**src/rtl/sync_mc_fifo_if.sv**
```systemverilog
// Bus bundle for sync_mc_fifo: write/read requests, per-channel controls,
// status and error flags.
//   master: drives wen/wch/wdata, ren/rch, ptr_clr and the margins;
//           observes rdata/rvalid, status, sticky errors and rlevel.
//   slave : the FIFO side of the same signals.
interface sync_mc_fifo_if #(
   parameter int unsigned DSIZE = 32,
   parameter int unsigned ASIZE = 4,
   parameter int unsigned NCH   = 4,
   parameter int unsigned CSIZE = 2
);
   logic             wen;
   logic [CSIZE-1:0] wch;
   logic [DSIZE-1:0] wdata;
   logic             ren;
   logic [CSIZE-1:0] rch;
   logic [DSIZE-1:0] rdata;
   logic             rvalid;
   logic [NCH-1:0]   ptr_clr;
   logic [ASIZE-1:0] near_full_mrgn;
   logic [ASIZE-1:0] near_empty_mrgn;
   logic [NCH-1:0]   full;
   logic [NCH-1:0]   near_full;
   logic [NCH-1:0]   empty;
   logic [NCH-1:0]   near_empty;
   logic [NCH-1:0]   over_flow;
   logic [NCH-1:0]   under_flow;
   logic [ASIZE:0]   rlevel;

   modport master (
      output wen, wch, wdata, ren, rch, ptr_clr, near_full_mrgn, near_empty_mrgn,
      input  rdata, rvalid, full, near_full, empty, near_empty, over_flow,
             under_flow, rlevel
   );

   modport slave (
      input  wen, wch, wdata, ren, rch, ptr_clr, near_full_mrgn, near_empty_mrgn,
      output rdata, rvalid, full, near_full, empty, near_empty, over_flow,
             under_flow, rlevel
   );
endinterface

```
**src/rtl/sync_mc_fifo.sv**
```systemverilog
// Multi-channel synchronous FIFO: NCH independent queues of 2^ASIZE words
// sharing one storage array addressed {channel, pointer}.
//   clk, rst_n : single clock, async active-low reset
//   bus        : sync_mc_fifo_if slave port (requests, controls, status,
//                sticky over/under-flow, rlevel of channel rch)
// FWFT=0 gives a registered read (rvalid one cycle after an accepted ren);
// FWFT=1 presents the head word of channel rch combinationally.
module sync_mc_fifo #(
   parameter int unsigned DSIZE = 32,
   parameter int unsigned ASIZE = 4,
   parameter int unsigned NCH   = 4,
   parameter int unsigned CSIZE = 2,
   parameter int unsigned FWFT  = 0
) (
   input logic           clk,
   input logic           rst_n,
   sync_mc_fifo_if.slave bus
);
   localparam int unsigned DEPTH = 1 << ASIZE;
   localparam int unsigned CW    = ASIZE + 1;
   localparam int unsigned AW    = CSIZE + ASIZE;

   logic [DSIZE-1:0] mem_q [NCH*DEPTH];
   logic [ASIZE-1:0] wptr_q [NCH];
   logic [ASIZE-1:0] wptr_d [NCH];
   logic [ASIZE-1:0] rptr_q [NCH];
   logic [ASIZE-1:0] rptr_d [NCH];
   logic [CW-1:0]    cnt_q  [NCH];
   logic [CW-1:0]    cnt_d  [NCH];
   logic [NCH-1:0]   ovf_q, ovf_d, unf_q, unf_d;
   logic [NCH-1:0]   full_c, empty_c, nfull_c, nempty_c;

   logic             wch_ok, rch_ok;
   logic [CSIZE-1:0] wch_s, rch_s;
   logic             w_req, r_req, w_acc, r_acc, w_ovf, r_unf;
   logic [AW-1:0]    waddr, raddr;
   logic [DSIZE-1:0] head;

   // Per-channel status from registered counts only
   always_comb begin
      for (int unsigned c = 0; c < NCH; c++) begin
         full_c[c]   = (cnt_q[c] == CW'(DEPTH));
         empty_c[c]  = (cnt_q[c] == '0);
         nfull_c[c]  = (cnt_q[c] >= (CW'(DEPTH) - {1'b0, bus.near_full_mrgn}));
         nempty_c[c] = (cnt_q[c] <= {1'b0, bus.near_empty_mrgn});
      end
   end

   // Out-of-range channel selects are steered to 0 and masked by *_ok
   assign wch_ok = (32'(bus.wch) < NCH);
   assign rch_ok = (32'(bus.rch) < NCH);
   assign wch_s  = wch_ok ? bus.wch : '0;
   assign rch_s  = rch_ok ? bus.rch : '0;

   // A cleared channel silently drops requests without raising errors
   assign w_req = bus.wen && wch_ok && !bus.ptr_clr[wch_s];
   assign r_req = bus.ren && rch_ok && !bus.ptr_clr[rch_s];
   assign w_acc = w_req && !full_c[wch_s];
   assign w_ovf = w_req &&  full_c[wch_s];
   assign r_acc = r_req && !empty_c[rch_s];
   assign r_unf = r_req &&  empty_c[rch_s];

   assign waddr = {wch_s, wptr_q[wch_s]};
   assign raddr = {rch_s, rptr_q[rch_s]};
   assign head  = mem_q[raddr];

   // Next-state for pointers, counts and sticky flags
   always_comb begin
      ovf_d = ovf_q;
      unf_d = unf_q;
      for (int unsigned c = 0; c < NCH; c++) begin
         wptr_d[c] = wptr_q[c];
         rptr_d[c] = rptr_q[c];
         cnt_d[c]  = cnt_q[c];
      end
      for (int unsigned c = 0; c < NCH; c++) begin
         if (bus.ptr_clr[c]) begin
            wptr_d[c] = '0;
            rptr_d[c] = '0;
            cnt_d[c]  = '0;
            ovf_d[c]  = 1'b0;
            unf_d[c]  = 1'b0;
         end else begin
            if (w_acc && (wch_s == CSIZE'(c))) wptr_d[c] = wptr_q[c] + ASIZE'(1);
            if (r_acc && (rch_s == CSIZE'(c))) rptr_d[c] = rptr_q[c] + ASIZE'(1);
            cnt_d[c] = cnt_q[c] + CW'(w_acc && (wch_s == CSIZE'(c)))
                                - CW'(r_acc && (rch_s == CSIZE'(c)));
            if (w_ovf && (wch_s == CSIZE'(c))) ovf_d[c] = 1'b1;
            if (r_unf && (rch_s == CSIZE'(c))) unf_d[c] = 1'b1;
         end
      end
   end

   // Channel state registers
   always_ff @(posedge clk or negedge rst_n) begin
      if (!rst_n) begin
         for (int unsigned c = 0; c < NCH; c++) begin
            wptr_q[c] <= '0;
            rptr_q[c] <= '0;
            cnt_q[c]  <= '0;
         end
         ovf_q <= '0;
         unf_q <= '0;
      end else begin
         for (int unsigned c = 0; c < NCH; c++) begin
            wptr_q[c] <= wptr_d[c];
            rptr_q[c] <= rptr_d[c];
            cnt_q[c]  <= cnt_d[c];
         end
         ovf_q <= ovf_d;
         unf_q <= unf_d;
      end
   end

   // Storage is intentionally not reset
   always_ff @(posedge clk) begin
      if (w_acc) mem_q[waddr] <= bus.wdata;
   end

   generate
      if (FWFT == 0) begin : g_reg_read
         logic [DSIZE-1:0] rdata_q;
         logic             rvalid_q;

         // rdata holds its last value between accepted reads
         always_ff @(posedge clk or negedge rst_n) begin
            if (!rst_n) begin
               rdata_q  <= '0;
               rvalid_q <= 1'b0;
            end else begin
               rvalid_q <= r_acc;
               if (r_acc) rdata_q <= head;
            end
         end

         assign bus.rdata  = rdata_q;
         assign bus.rvalid = rvalid_q;
      end else begin : g_fwft_read
         assign bus.rdata  = head;
         assign bus.rvalid = rch_ok && !empty_c[rch_s];
      end
   endgenerate

   assign bus.full       = full_c;
   assign bus.empty      = empty_c;
   assign bus.near_full  = nfull_c;
   assign bus.near_empty = nempty_c;
   assign bus.over_flow  = ovf_q;
   assign bus.under_flow = unf_q;
   assign bus.rlevel     = rch_ok ? cnt_q[rch_s] : '0;
endmodule

```
**src/flat_wrapper.sv**
```systemverilog
// flat-port wrapper written by rule: the top's interface ports become plain ports
module sync_mc_fifo_flat 
#(
   parameter int unsigned DSIZE = 32,
   parameter int unsigned ASIZE = 4,
   parameter int unsigned NCH   = 4,
   parameter int unsigned CSIZE = 2,
   parameter int unsigned FWFT  = 0
)
  (clk, rst_n, bus_wen, bus_wch, bus_wdata, bus_ren, bus_rch, bus_ptr_clr, bus_near_full_mrgn, bus_near_empty_mrgn, bus_rdata, bus_rvalid, bus_full, bus_near_full, bus_empty, bus_near_empty, bus_over_flow, bus_under_flow, bus_rlevel);
  sync_mc_fifo_if #(.DSIZE(DSIZE), .ASIZE(ASIZE), .NCH(NCH), .CSIZE(CSIZE)) bus_i ();
  input logic clk;
  input logic rst_n;
  input wire logic [$bits(bus_i.wen)-1:0] bus_wen;
  input wire logic [$bits(bus_i.wch)-1:0] bus_wch;
  input wire logic [$bits(bus_i.wdata)-1:0] bus_wdata;
  input wire logic [$bits(bus_i.ren)-1:0] bus_ren;
  input wire logic [$bits(bus_i.rch)-1:0] bus_rch;
  input wire logic [$bits(bus_i.ptr_clr)-1:0] bus_ptr_clr;
  input wire logic [$bits(bus_i.near_full_mrgn)-1:0] bus_near_full_mrgn;
  input wire logic [$bits(bus_i.near_empty_mrgn)-1:0] bus_near_empty_mrgn;
  output wire logic [$bits(bus_i.rdata)-1:0] bus_rdata;
  output wire logic [$bits(bus_i.rvalid)-1:0] bus_rvalid;
  output wire logic [$bits(bus_i.full)-1:0] bus_full;
  output wire logic [$bits(bus_i.near_full)-1:0] bus_near_full;
  output wire logic [$bits(bus_i.empty)-1:0] bus_empty;
  output wire logic [$bits(bus_i.near_empty)-1:0] bus_near_empty;
  output wire logic [$bits(bus_i.over_flow)-1:0] bus_over_flow;
  output wire logic [$bits(bus_i.under_flow)-1:0] bus_under_flow;
  output wire logic [$bits(bus_i.rlevel)-1:0] bus_rlevel;
  assign bus_i.wen = bus_wen;
  assign bus_i.wch = bus_wch;
  assign bus_i.wdata = bus_wdata;
  assign bus_i.ren = bus_ren;
  assign bus_i.rch = bus_rch;
  assign bus_i.ptr_clr = bus_ptr_clr;
  assign bus_i.near_full_mrgn = bus_near_full_mrgn;
  assign bus_i.near_empty_mrgn = bus_near_empty_mrgn;
  assign bus_rdata = bus_i.rdata;
  assign bus_rvalid = bus_i.rvalid;
  assign bus_full = bus_i.full;
  assign bus_near_full = bus_i.near_full;
  assign bus_empty = bus_i.empty;
  assign bus_near_empty = bus_i.near_empty;
  assign bus_over_flow = bus_i.over_flow;
  assign bus_under_flow = bus_i.under_flow;
  assign bus_rlevel = bus_i.rlevel;
  sync_mc_fifo #(.DSIZE(DSIZE), .ASIZE(ASIZE), .NCH(NCH), .CSIZE(CSIZE), .FWFT(FWFT)) u_core (.clk(clk), .rst_n(rst_n), .bus(bus_i));
endmodule
```
**config.mk**
```make
export PLATFORM = sky130hd
export DESIGN_NAME = sync_mc_fifo_flat
export DESIGN_NICKNAME = d
export VERILOG_FILES = /design/src/rtl/sync_mc_fifo_if.sv /design/src/rtl/sync_mc_fifo.sv /design/src/flat_wrapper.sv
export SDC_FILE = /design/constraint.sdc
export NUM_CORES = 2
export LEC_CHECK = 0
export BUFFER_PORTS_ARGS = -buffer_cell sky130_fd_sc_hd__buf_2
export CAP_MARGIN = 20
export CORE_UTILIZATION = 40
export DETAILED_ROUTE_END_ITERATION = 10
export GPL_ROUTABILITY_DRIVEN = 0
export GPL_TIMING_DRIVEN = 0
export PLACE_DENSITY = 0.55
export SYNTH_ARGS = -nofsm -noshare
export SYNTH_HDL_FRONTEND = slang
export SYNTH_SLANG_ARGS = --single-unit
```
**constraint.sdc**
```tcl
create_clock -name clk -period 4.9 [get_ports clk]
set_input_delay 1.47 -clock clk [delete_from_list [all_inputs] [get_ports clk]]
set_output_delay 1.47 -clock clk [all_outputs]
set_load 0.005 [all_outputs]
```
# After elaboration in Yosys (flattened, before gate mapping)
# Memory sizes are Yosys's and may differ from the RTL's. A register that Yosys moved wholly into a read port is not among the register bits.
# Cells that the tools add are included.
word_totals:
  regBits: 61
  ramBits: 2048
  word_cells: 167
  mem_count: 1
mem_list:
  columns: ["name", "depth", "word_bits", "rd", "rd_clocked_by_memory_dff", "wr", "line_no", "text"]
  rows:
  - ["u_core.mem_q", 64, 32, 1, 1, 1, "sync_mc_fifo.sv:23", "logic [DSIZE-1:0] mem_q [NCH*DEPTH];"]
op_classes:
  add_sub_neg: 17
  order_cmp: 12
  n_eq_ne: 10
  muxes: 55
  bitwise_logic: 2
  n_reduce_logical: 49
op_table:
  columns: ["op", "n"]
  rows:
  - ["2-to-1 mux 4 bit", 20]
  - ["adder 4 x 1 -> 4 bit, second input constant", 8]
  - ["nonzero test 2 bit", 16]
  - ["2-to-1 mux 5 bit", 6]
  - ["logical AND 1 bit", 22]
  - ["2-to-1 mux 1 bit", 22]
  - ["adder 5 x 1 -> 5 bit", 4]
  - ["equality test 5 bit, second input constant", 4]
  - [">= comparator 5 bit", 4]
  - ["less-or-equal comparator 5 x 4 -> 1 bit", 4]
  - ["zero test 5 bit", 4]
  - ["subtractor 5 x 1 -> 5 bit", 4]
  - ["binary-select mux 4 bit (select 2 bit)", 2]
  - ["binary-select mux 5 bit (select 2 bit)", 1]
  - ["binary-select mux 1 bit (select 2 bit)", 4]
  - ["equality test 2 bit, second input constant", 4]
  - [">= comparator 3 bit, second input constant", 2]
  - ["< comparator 2 x 3 -> 1 bit, second input constant", 2]
  - ["inverter 2 -> 3 bit", 2]
  - ["zero test 1 bit", 5]
  - ["subtractor 5 x 4 -> 5 bit, first input constant", 1]
  - ["equality test 2 x 1 -> 1 bit, second input constant", 2]
  - ["zero test 2 bit", 2]

# Logic depth before layout (Yosys ltp)
logic_depth:
  ltp_word: 9
  ltp_mapped: 18
  depth_no_buf: 18

# Worst setup path after synthesis
# No wires, ideal clock.
synth_timing:
  kind: "input to register"
  start: "in bus_ptr_clr[3]"
  end: "mem u_core.mem_q[56][0], enable pin"
  arrival_ns: 4.339
  setup_slack_ns: 0.140
  stages: 6
  n_path_buf: 1
  cell_sequence: "clkbuf_1 > mux4_2 > nand2b_1 > nor3b_1 > nand2_1 > nor2_1"
synth_between:
  elab_chain_cells: 7
synth_rtl:
  columns: ["element", "line_no", "text"]
  rows:
  - ["start, declared", "flat_wrapper.sv:19", "input wire logic [$bits(bus_i.ptr_clr)-1:0] bus_ptr_clr;"]
  - ["binary-select mux 1 bit (select 2 bit)", "sync_mc_fifo.sv:56", "assign w_req = bus.wen && wch_ok && !bus.ptr_clr[wch_s];"]
  - ["2-to-1 mux 1 bit (implied by the code)", "sync_mc_fifo.sv:56", null]
  - ["zero test 1 bit", "sync_mc_fifo.sv:56", null]
  - ["logical AND 1 bit", "sync_mc_fifo.sv:56", null]
  - ["logical AND 1 bit", "sync_mc_fifo.sv:58", "assign w_acc = w_req && !full_c[wch_s];"]
  - ["2-to-1 mux 1 bit", "sync_mc_fifo.sv:117", "if (w_acc) mem_q[waddr] <= bus.wdata;"]
  - ["2-to-1 mux 1 bit (implied by the code)", "sync_mc_fifo.sv:117", null]
  - ["end, declared", "sync_mc_fifo.sv:23", null]
# No other way between the ends. The select of a mux whose other input is x is not followed.

# Final worst setup path
layout_timing:
  start: "in bus_rch[1]"
  end: "reg u_core.g_reg_read.rdata_q[31], in the netlist u_core.bus.rdata[31], read port of u_core.mem_q"
layout_between:
  elab_chain_cells: 5
layout_rtl:
  columns: ["element", "line_no", "text"]
  rows:
  - ["start, declared", "flat_wrapper.sv:18", "input wire logic [$bits(bus_i.rch)-1:0] bus_rch;"]
  - ["binary-select mux 1 bit (select 2 bit)", "sync_mc_fifo.sv:57", "assign r_req = bus.ren && rch_ok && !bus.ptr_clr[rch_s];"]
  - ["2-to-1 mux 1 bit (implied by the code)", "sync_mc_fifo.sv:57", null]
  - ["zero test 1 bit", "sync_mc_fifo.sv:57", null]
  - ["logical AND 1 bit", "sync_mc_fifo.sv:57", null]
  - ["logical AND 1 bit", "sync_mc_fifo.sv:60", "assign r_acc = r_req && !empty_c[rch_s];"]
  - ["end, declared", "sync_mc_fifo.sv:122", "logic [DSIZE-1:0] rdata_q;"]
# Several ways; a longest one is shown, not always the timed one. The select of a mux whose other input is x is not followed.
# A chain may end at the register's enable or synchronous reset.

==> summary.md <==
| Metric | Value |
|---|---|
| Status | complete, but fails checks |
| Failing checks | setup timing |
| Hold depth | 2 |
| Seq pwr share | 0.515 |
| Most common cell after layout, fill and taps aside | edfxtp_1 |
| Crit-path slowest cell | a2111oi_0 |
| DR vias | 47.3k |
| Setup CP Type | in2reg |
| Setup Skew | 0.0293 ns |
| Final wirelength | 260000 um |
| Cts bufs inserted | 217 |
| Pwr Density | between 300 and 400 nW/um^2 |
| Yosys cell types | 54 |
| Final Max Tran Viols | 0 |
| Required time of the critical path | 5.56 ns |
| Via density | ~5.7 |
| Crit path DAT | between 5 and 6 ns |
| Largest stage delay, worst path | approximately 0.83 ns |
| Starting DRT DRC Count | between 5k and 6k |
| First-pass DRT Iterations | 6 |
| Initial antenna violation count | 15 |
| Setup Buffers After CTS | 0 |
| H-tree levels | 4 |
| GRT Total Usage | 0.237 |
| Routed len/inst | 31.5 um |
| Area delta synth->final | 16.6% |
| CTS root buf | clkbuf_16 |
| Initial core utilization | 0.403 |
| Non-Filler Instances | 8264 |
| Grt ovf | 0 |
| Final setup viols | 2 |
| R2R cell count | 8 |
| Vias in the first global route | 46.2k |
| Post-DP HPWL | roughly 180000 um |
| Worst-Margin Slew | 1.21 ns |
| IO Port Bufs | 108 |
| Critical Path End Type | flop |
| Hold Path Class | reg2reg |
| Die Wd | between 400 and 500 um |
| Crit path buffers/inverters | 5 |
| #FFs+latches synth | 2141 |
| Switch Pwr | 9100 uW |
| Startpoint Class | input pin |
| Drt drc | 0 |
| Final nets | about 5.4k |
| Post-DRT Antenna Nets | 0 |
| Core area | ~210000 um^2 |
| Fin crit share | 1.02 |
| Clock share of power | 0.412 |
| Unrepaired setup endpoints after global routing | yes |
| Most frequent cells in the layout | edfxtp_1 (2048), mux2i_1 (566), clkbuf_1 (227) |
| Die area | 216000 um^2 |
| Final Critical Period | 5.00 ns |
| Leakage | roughly 0.031 uW |
| Ports | 114 |
| Syn avg cell area | 17.9 um^2 |
| Die height | about 460 um |
| Synth warn | 0 |
| Post-Syn Instances | about 4.8k |
| Worst hold slack | 0.499 ns |
| Worst-skew pair later-pin latency | roughly 0.84 ns |
| CP most frequent cell | buf_2 |
| Sinks on Clock Net | approximately 2.1k |
| Synthesized cell area | 85700 um^2 |
| Sequential share of the synthesized area | 0.745 |
| # placed instances | 7846 |
| Core Rows | 169 |
| Final Hold Fails | 0 |
| Clock tree buffer depth | 3 |
| Relative slew slack | 0.191 |
| Worst setup margin | -0.101 ns |
| WP depth | 9 |
| Post-synth EDFFs | 2048 |
| Max-cap violations | 0 |
| Syn nets | 4919 |
| Clk slew on worst S/H paths | 0.06 ns |
| Crit-path leading delay family | buffers and inverters |
| CTS tree | built |
| Int Pwr | 30900 uW |
| Share of layout cells above drive strength 1 | 0.203 |
| Logic pwr share | 0.074 |
| Sw Share | 0.228 |
| Crit Path Max Fanout | 10 |
| Largest net degree at the start of global routing | 65 |
| Post-synth ARST share | 0.0434 |
| Worst path cell trace | buf_2 > mux4_2 > buf_2 > buf_2 > buf_2 > clkbuf_1 > a21oi_1 > a2111oi_0 > a41oi_1 |
| Peak VDD IR | 0.394 mV |
| Hold_buf cts | 0 |
| Maximum clock rate | roughly 0.20 GHz |
| First-pass GRT wire length | 360000 um |
| Post-synth top flop | edfxtp_1 |
| Setup_tns | -0.150 ns |
## timing repair
item	in CTS	in global routing
pin swaps	0	0
endpoints found under the setup margin	3	7
resized for setup	3	8
## final timing paths
path                            slack (ns)                      end               startpoint
worst min register to register        0.50  u_core.bus.over_flow[3]  u_core.bus.over_flow[3]
min in group asynchronous             0.70          u_core.cnt_q[9]                    rst_n
worst min-delay path                  0.50  u_core.bus.over_flow[3]  u_core.bus.over_flow[3]
worst max-delay path                 -0.10     u_core.bus.rdata[31]               bus_rch[1]
worst max register to register        0.28     u_core.bus.rdata[31]        u_core.rptr_q[10]
max in group asynchronous             3.41     u_core.bus.rdata[17]                    rst_n
## tightest hold or removal path: cells and delay by family, from the launching register on
kind               cells  cell delay [ns]
and+or+nand+nor        1             0.07
DFF                    1             0.34
AOI/OAI and AO/OA      1             0.04
## area by class of cell
| cell class | count | area, um^2 |
|---|---|---|
| diodes | 11 | 27.5 |
| plain buffers | 294 | 1540 |
| clock buffers | 294 | 5940 |
| clock inverters | 111 | 1070 |
| fillers | 17900 | 113000 |
| inverters | 50 | 188 |
| multi-input cells | 2309 | 20800 |
| flip-flops and latches | 2141 | 63800 |
| well taps | 2821 | 3530 |
| repair buffers | 233 | 3040 |
## synthesized netlist by cell type, types with 93 or more instances
cell | instances | area share
mux2_2 | 223 | 0.029
dfrtp_1 | 93 | 0.027
mux4_2 | 131 | 0.034
clkbuf_1 | 169 | 0.0074
a221oi_1 | 123 | 0.013
edfxtp_1 | 2048 | 0.72
a211oi_1 | 100 | 0.0088
nor2_1 | 157 | 0.0069
nand2_1 | 124 | 0.0054
mux2i_1 | 566 | 0.066
o21ai_0 | 198 | 0.012
a21oi_1 | 211 | 0.012
## power by group through the flow
stage | Combinational, uW | Clock [uW] | Sequential, uW
after floorplan | 1500 | 0 | 20800
after global placement | 2750 | 0 | 21000
after detailed placement | 2930 | 0 | 21000
after CTS | 2940 | 16700 | 20600
after global routing | 3150 | 17300 | 20600
final | 2940 | 16400 | 20600
## cells by family after synthesis
| kind of cell | count (synthesis) | share of synthesized area |
|---|---|---|
| flip-flops | 2141 | 0.745 |
| XOR/XNOR | 35 | 0.00358 |
| adder cells (fa/ha/maj) | 73 | 0.0110 |
| multiplexers | 920 | 0.130 |
| AND/OR/NAND/NOR | 454 | 0.0255 |
| buffers and inverters | 344 | 0.0200 |
| AO/OA/AOI/OAI | 827 | 0.0656 |
## per-stage QoR
| stage | util | setup slack (ns) | power (uW) | instance area [um^2] |
|---|---|---|---|---|
| after floorplan | - | 0.140 | 22300 | 85700 |
| after global placement | 0.423 | -4.37 | 23700 | 89800 |
| after detailed placement | 0.437 | -0.929 | 23900 | 92900 |
| after CTS | 0.470 | 0.0375 | 40200 | 99900 |
| after global routing | 0.470 | -0.00527 | 41000 | 99900 |
| final | 0.470 | -0.101 | 40000 | 100000 |
## state kept, by name (all words and copies together), names as in the netlist
register,count
u_core.wptr_q,16
u_core.bus.rdata,32
u_core.mem_q,2048
u_core.rptr_q,16
u_core.bus.over_flow,4
u_core.bus.under_flow,4
u_core.bus.rvalid,1
u_core.cnt_q,20
## routing by layer
layer,vias to the layer above,part of all wire,GRT usage
met1,24700,0.42,0.326
met4,6,0.038,0.0839
met3,388,0.080,0.0508
li1,20200,-,-
met5,-,0.00011,0
met2,2010,0.46,0.373
No activity file was read; power rests on OpenSTA's default activity.
